==> src/rtl/dbf_line_sequencer_pkg.sv <==
// Shared types for the DBF scanline sequencer: one-hot FSM encoding and bus defaults.
package dbf_line_sequencer_pkg;

  localparam int unsigned AddrWdDefault = 10;

  typedef enum logic [5:0] {
    StIdle   = 6'b000001,
    StWr     = 6'b000010,
    StTxWait = 6'b000100,
    StSettle = 6'b001000,
    StAcq    = 6'b010000,
    StDone   = 6'b100000
  } state_e;

endpackage

==> src/rtl/dbf_line_sequencer_tc_counter.sv <==
// Clearable up-counter with terminal-count flag; holds at Limit instead of wrapping.
module dbf_line_sequencer_tc_counter #(
  parameter int unsigned Width = 8,
  parameter int unsigned Limit = 0
) (
  input  logic             clk_i,
  input  logic             rst_i,
  input  logic             clr_i,
  input  logic             en_i,
  output logic [Width-1:0] cnt_o,
  output logic             tc_o
);

  logic [Width-1:0] cnt_d, cnt_q;

  assign tc_o  = (cnt_q == Width'(Limit));
  assign cnt_o = cnt_q;

  always_comb begin
    cnt_d = cnt_q;
    if (clr_i) begin
      cnt_d = '0;
    end else if (en_i && !tc_o) begin
      cnt_d = cnt_q + Width'(1);
    end
  end

  always_ff @(posedge clk_i) begin
    if (rst_i) begin
      cnt_q <= '0;
    end else begin
      cnt_q <= cnt_d;
    end
  end

endmodule

==> src/rtl/dbf_line_sequencer.sv <==
// Per-scanline controller: serialises host LUT writes between lines and steps the shared
// LUT read address after each TX burst.
module dbf_line_sequencer
  import dbf_line_sequencer_pkg::*;
#(
  parameter int unsigned ADDR_WD    = AddrWdDefault,
  parameter int unsigned DEPTH      = 1024,
  parameter int unsigned SETTLE     = 4,
  parameter int unsigned TX_TIMEOUT = 4096
) (
  input  logic               clk_i,
  input  logic               rst_i,
  input  logic               line_trig_i,
  input  logic               tx_en_i,
  input  logic               host_wr_req_i,
  input  logic [ADDR_WD-1:0] host_wr_addr_i,
  output logic               host_wr_ack_o,
  output logic [ADDR_WD-1:0] dbf_lut_addr_o,
  output logic               dbf_lut_we_o,
  output logic               start_o,
  output logic               line_busy_o,
  output logic               line_done_o,
  output logic               line_err_o
);

  localparam int unsigned TmoWd       = $clog2(TX_TIMEOUT);
  localparam int unsigned SettleLimit = (SETTLE > 0) ? SETTLE - 1 : 0;
  localparam bit          NoSettle    = (SETTLE == 0);

  state_e             state_d, state_q;
  logic               seen_hi_d, seen_hi_q;
  logic [ADDR_WD-1:0] lut_addr_d, lut_addr_q;
  logic               lut_we_d, lut_we_q;
  logic               ack_d, ack_q;
  logic               start_d, start_q;
  logic               busy_d, busy_q;
  logic               done_d, done_q;
  logic               err_d, err_q;

  logic               tmo_tc, settle_tc, samp_tc;
  logic [TmoWd-1:0]   tmo_cnt;
  logic [7:0]         settle_cnt;
  logic [ADDR_WD-1:0] samp_cnt;
  logic               unused_cnt;

  assign unused_cnt = ^{tmo_cnt, settle_cnt};

  dbf_line_sequencer_tc_counter #(
    .Width (TmoWd),
    .Limit (TX_TIMEOUT - 1)
  ) u_tmo_cnt (
    .clk_i (clk_i),
    .rst_i (rst_i),
    .clr_i (state_q != StTxWait),
    .en_i  (state_q == StTxWait),
    .cnt_o (tmo_cnt),
    .tc_o  (tmo_tc)
  );

  dbf_line_sequencer_tc_counter #(
    .Width (8),
    .Limit (SettleLimit)
  ) u_settle_cnt (
    .clk_i (clk_i),
    .rst_i (rst_i),
    .clr_i (state_q != StSettle),
    .en_i  (state_q == StSettle),
    .cnt_o (settle_cnt),
    .tc_o  (settle_tc)
  );

  // Tracks the sample index currently on dbf_lut_addr while in ACQ.
  dbf_line_sequencer_tc_counter #(
    .Width (ADDR_WD),
    .Limit (DEPTH - 1)
  ) u_samp_cnt (
    .clk_i (clk_i),
    .rst_i (rst_i),
    .clr_i (state_q != StAcq),
    .en_i  (state_q == StAcq),
    .cnt_o (samp_cnt),
    .tc_o  (samp_tc)
  );

  always_comb begin
    state_d    = state_q;
    seen_hi_d  = seen_hi_q;
    lut_addr_d = '0;
    lut_we_d   = 1'b0;
    ack_d      = 1'b0;
    start_d    = 1'b0;
    done_d     = 1'b0;
    err_d      = 1'b0;
    unique case (state_q)
      StIdle: begin
        if (line_trig_i) begin
          state_d = StTxWait;
        end else if (host_wr_req_i) begin
          state_d    = StWr;
          lut_addr_d = host_wr_addr_i;
          lut_we_d   = 1'b1;
          ack_d      = 1'b1;
        end
      end
      StWr: state_d = StIdle;
      StTxWait: begin
        if (tx_en_i) begin
          seen_hi_d = 1'b1;
        end
        // A falling edge on the final timeout cycle still starts the line.
        if (seen_hi_q && !tx_en_i) begin
          state_d = NoSettle ? StAcq : StSettle;
          start_d = NoSettle;
        end else if (tmo_tc) begin
          state_d = StIdle;
          err_d   = 1'b1;
        end
      end
      StSettle: begin
        if (settle_tc) begin
          state_d = StAcq;
          start_d = 1'b1;
        end
      end
      StAcq: begin
        if (tx_en_i) begin
          state_d = StIdle;
          err_d   = 1'b1;
        end else if (samp_tc) begin
          state_d = StDone;
          done_d  = 1'b1;
        end else begin
          start_d    = 1'b1;
          lut_addr_d = samp_cnt + ADDR_WD'(1);
        end
      end
      StDone:  state_d = StIdle;
      default: state_d = StIdle;
    endcase
    // Overrun shares the single err pulse with timeout/abort.
    if ((state_q != StIdle) && line_trig_i) begin
      err_d = 1'b1;
    end
    if (state_d != StTxWait) begin
      seen_hi_d = 1'b0;
    end
    busy_d = (state_d != StIdle);
  end

  always_ff @(posedge clk_i) begin
    if (rst_i) begin
      state_q    <= StIdle;
      seen_hi_q  <= 1'b0;
      lut_addr_q <= '0;
      lut_we_q   <= 1'b0;
      ack_q      <= 1'b0;
      start_q    <= 1'b0;
      busy_q     <= 1'b0;
      done_q     <= 1'b0;
      err_q      <= 1'b0;
    end else begin
      state_q    <= state_d;
      seen_hi_q  <= seen_hi_d;
      lut_addr_q <= lut_addr_d;
      lut_we_q   <= lut_we_d;
      ack_q      <= ack_d;
      start_q    <= start_d;
      busy_q     <= busy_d;
      done_q     <= done_d;
      err_q      <= err_d;
    end
  end

  assign host_wr_ack_o  = ack_q;
  assign dbf_lut_addr_o = lut_addr_q;
  assign dbf_lut_we_o   = lut_we_q;
  assign start_o        = start_q;
  assign line_busy_o    = busy_q;
  assign line_done_o    = done_q;
  assign line_err_o     = err_q;

endmodule

==> config.mk <==
export PLATFORM = sky130hd
export DESIGN_NAME = dbf_line_sequencer
export DESIGN_NICKNAME = d
export VERILOG_FILES = /design/src/rtl/dbf_line_sequencer_pkg.sv /design/src/rtl/dbf_line_sequencer_tc_counter.sv /design/src/rtl/dbf_line_sequencer.sv
export SDC_FILE = /design/constraint.sdc
export NUM_CORES = 1
export LEC_CHECK = 0
export CAP_MARGIN = 25
export CELL_PAD_IN_SITES_DETAIL_PLACEMENT = 0
export CELL_PAD_IN_SITES_GLOBAL_PLACEMENT = 1
export CORE_MARGIN = 5
export CORE_UTILIZATION = 41
export CTS_CLUSTER_SIZE = 16
export DETAILED_ROUTE_END_ITERATION = 8
export MAX_ROUTING_LAYER = met4
export PLACE_DENSITY = 0.83
export SLEW_MARGIN = 20
export SYNTH_ARGS = -nofsm -noshare
export SYNTH_HDL_FRONTEND = slang
export SYNTH_SLANG_ARGS = --single-unit
==> constraint.sdc <==
create_clock -name clk_i -period 2.5 [get_ports clk_i]
set_input_delay 0.375 -clock clk_i [delete_from_list [all_inputs] [get_ports clk_i]]
set_output_delay 0.375 -clock clk_i [all_outputs]
set_load 0.02 [all_outputs]
==> metrics.sh <==
GLOBAL_ROUTE.USAGE.TOTAL_PCT=16.33
GROUTE.LAYER.MET2.USAGE_PCT=21.74
YS_SEQ_ELEMENTS=52
POST_SYNTH.CELL_AREA_AVG_SQ_UM=8.440
NUM_VIAS=2170
LAYOUT_CELL_SHARE_WITH_DRIVE_STRENGTH_BEYOND_1_PCT=7.813
FINISH.CELL_COUNT_WITHOUT_FILLERS=395
SYNTH_ENABLE_FLOP_CELLS=0
CPPEAKSTAGEDELAY_NS=0.63
ANTENNA_FOUND_INITIAL=0
DRT-TOTAL-WL_UM=5556
CRITICAL_PATH.MAX_FANOUT=13
POST-DP-HPWL_UM=4038
TOP_USAGE_LAYER='met1'
CP_DATA_ARRIVAL_TIME_NS=2.39
LAYOUT_WORST_PATH_CYCLE_SHARE_PCT=86.63
FLOORPLAN.CORE_AREA_SQ_MM=0.005816
TIGHTESTPINTRANSITION_NS=0.6332
MOSTFREQUENTLAYOUTCELL='sky130_fd_sc_hd__dfxtp_1'
CRITPATHLAUNCH='state_q[1]$_SDFF_PP0_'
SYNTH_SEQ_AREA_SHARE_PCT=42.98
HOLDCRITPATHCLASS='register to register'
FINAL_PERIOD_MINUS_WORST_SETUP_SLACK_NS=2.166
IOS=31
P_TOTAL_W=0.001498
SYNTH_AREA_LEADER_CELL='sky130_fd_sc_hd__dfxtp_1'
REMAINING_DRCS=0
GRT_SETUP_UNREPAIRED='no'
CTS_HOLD_REPAIR.BUFFERS=0
GP_CONGESTION=0.8711
CP_SLOWEST_CELL='sky130_fd_sc_hd__or4_1'
REQUIRED_TIME_OF_THE_CRITICAL_PATH_NS=2.72
IRDROPWORSTVDD_mV=0.2374
VIAS_PER_CELL=5.494
TIMING.HOLD.WS_NS=0.5042
NUMBER_OF_GLOBAL_ROUTE_VIAS_BEFORE_REPAIR=2015
FINALWORSTSETUPSLACK_NS=0.3343
TIMING.MAX_CAP.VIOLATIONS=0
GRT_PASS1_WL_UM=9632
CELLPOWERDENSITY_mW_PER_MM2=511.6
NETLIST_TOP_CELLS_AREA='sky130_fd_sc_hd__dfxtp_1 (43%), sky130_fd_sc_hd__a21oi_1 (4.8%), sky130_fd_sc_hd__nor2_1 (4.5%), sky130_fd_sc_hd__nor3_1 (3.9%), sky130_fd_sc_hd__nand3_1 (2.7%)'
NUMBER_OF_CTS_INSERTED_BUFFERS=5
CLK-INSERTION-DELAY-LATE_NS=0.31
NETS=337
CTS.PATH.MAX_BUFFERS=2
GRT_OVERFLOW_TOTAL=0
DRTPASS1ITERATIONS=4
PORT_BUFFERS=30
CTSROOTBUFFERMASTER='sky130_fd_sc_hd__clkbuf_8'
DIE_WIDTH_UM=86.87
SLEW_VIOL_FINAL=0
CELLLEAKAGEPOWER_nW=0.9727
NETLIST.AREA_LEADER.SHARE_PCT=42.98
ANT_NETS=0
TIMING.CRITICAL_PATH.FROM_TYPE='register'
FP.DIEH_UM=86.87
TRITONCTS='done'
POST_CTS_BUFFERS=0
GRT.MET3_USAGE_PCT=3.217
HOLD_VIOLATIONS=0
CRITICALPATHCATEGORY='register to register'
CTS.CLK_SLEW.WORST_PATHS_NS=0.09
START_UTIL_PCT=41.65
YS_ASYNC_SR_FRACTION_PCT=0
MAXIMUM_NUMBER_OF_PINS_ON_ONE_NET_BEFORE_GLOBAL_ROUTE_REPAIR=16
WIRE_PER_INST_UM=14.07
FMAX_MHz=461.7
MOSTFREQUENTLAYOUTCELLS='sky130_fd_sc_hd__dfxtp_1 (52), sky130_fd_sc_hd__clkdlybuf4s50_1 (30), sky130_fd_sc_hd__nor2_1 (29)'
SYNTH-MAIN-FF-CELL='sky130_fd_sc_hd__dfxtp_1'
WORST_CLOCK_SKEW_NS=0.008458
DIEAREA_SQ_MM=0.007546
SYNTHESIS.INSTANCES=287
N_ANTENNA_CELL=0
WORSTREG2REGSTART='state_q[1]$_SDFF_PP0_'
CTS_RESIZED=0
SYN_NETS=305
DETAILEDPLACE.WORSTSLACK_NS=0.3414
YS.WARNINGS.COUNT=0
DETAIL_ROUTE.ITER0.VIOLATIONS=192
SETUP_TNS_NS=0
CLOCK_TREE.HTREE_LEVEL_COUNT=2
HOLDCRITSTARTPOINT='u_settle_cnt.cnt_o[7]$_SDFFE_PP0P_'
AREA.GROWTH.SYNTH_TO_FINAL_PCT=20.92
TRITONCTS_NUM_SINKS=52
OUTCOME='complete, no violations'
SYNTHDISTINCTLIBCELLS=49
FP-ROW-COUNT=28
MAPPEDNETLISTAREA_SQ_MM=0.002422
USE_MET1_PCT=24.68
ENDPOINT_CLASS_OF_THE_CRITICAL_PATH='register'
PLACED_INSTANCE_COUNT=387
REPORT.FINAL.SETUP_VIOL=0
PATH_CELLS='or4_1, or3_4, o32a_1, nor4_2'
MAX-SLEW-MARGIN-REL_PCT=57.53
worst paths after layout:
path,to,slack [ns],depth (start not counted)
worst max-delay path,seen_hi_q$_SDFFE_PP0P_,0.33,4
worst min-delay path,u_settle_cnt.cnt_o[7]$_SDFFE_PP0P_,0.50,2
worst max register to register,seen_hi_q$_SDFFE_PP0P_,0.33,4
worst min register to register,u_settle_cnt.cnt_o[7]$_SDFFE_PP0P_,0.50,2
power breakdown:
part           leakage [nW]  internal (W)  switching, W
Sequential            0.420      0.000843    0.00000937
Clock                0.0445      0.000226      0.000276
Combinational         0.508     0.0000703     0.0000734
routing by layer:
layer  vias to the layer above  share of wire (%)
met5                         -                  0
met4                         0                1.3
met3                         7                4.0
met2                        43                 42
met1                      1001                 53
li1                       1119                  -
area by class of cell:
| type | instances | area, sq um |
|---|---|---|
| clock inverters | 1 | 7.507 |
| flip-flops and latches | 52 | 1041 |
| clock buffers | 7 | 86.33 |
| inverters | 11 | 41.29 |
| well taps | 75 | 93.84 |
| multi-input cells | 209 | 1284 |
| fillers | 584 | 2887 |
| repair buffers | 40 | 375.4 |
critical path, delay by kind of cell (launching register included):
family	cells	cell delay, ns
compound gates	1	0.38
simple gates	3	1.37
flops	1	0.33
metrics by stage:
step / cell area (sq um) / utilization (%)
after floorplan: 2422 / -
after detailed placement: 2835 / 48.75
after global routing: 2929 / 50.37
after global placement: 2835 / 48.75
after CTS: 2929 / 50.37
final: 2929 / 50.37
logic make-up (layout without fill, tap and decap cells):
kind of cell	count (synthesis)	count (layout)	share of synthesized area [%]
AO/OA/AOI/OAI	68	68	18.18
XOR/XNOR	11	11	3.977
adder cells (fa/ha/maj)	3	3	1.550
buffers and inverters	26	59	4.287
flip-flops	52	52	42.98
multiplexers	2	2	0.8265
AND/OR/NAND/NOR	125	125	28.20
registers in the layout, summed over array words and instances (netlist names), 6 cells and up:
signal / cells
state_q: 6
dbf_lut_addr_o: 10
u_samp_cnt.cnt_o: 10
u_settle_cnt.cnt_o: 8
u_tmo_cnt.cnt_o: 12
Yosys cell counts (all sizes together), types with 4 or more instances:
cell type	count
nand4	6
nand2	15
a21oi	23
and4	6
or3	5
nor3	19
xor2	7
inv	11
o31ai	5
o21ai	8
a32oi	4
dfxtp	52
and2	4
o211ai	5
and3	4
or2	4
nand3	13
nor2	29
clkbuf	12
a31oi	5
or4	5
xnor2	4
(Power assumes the default switching activity.)
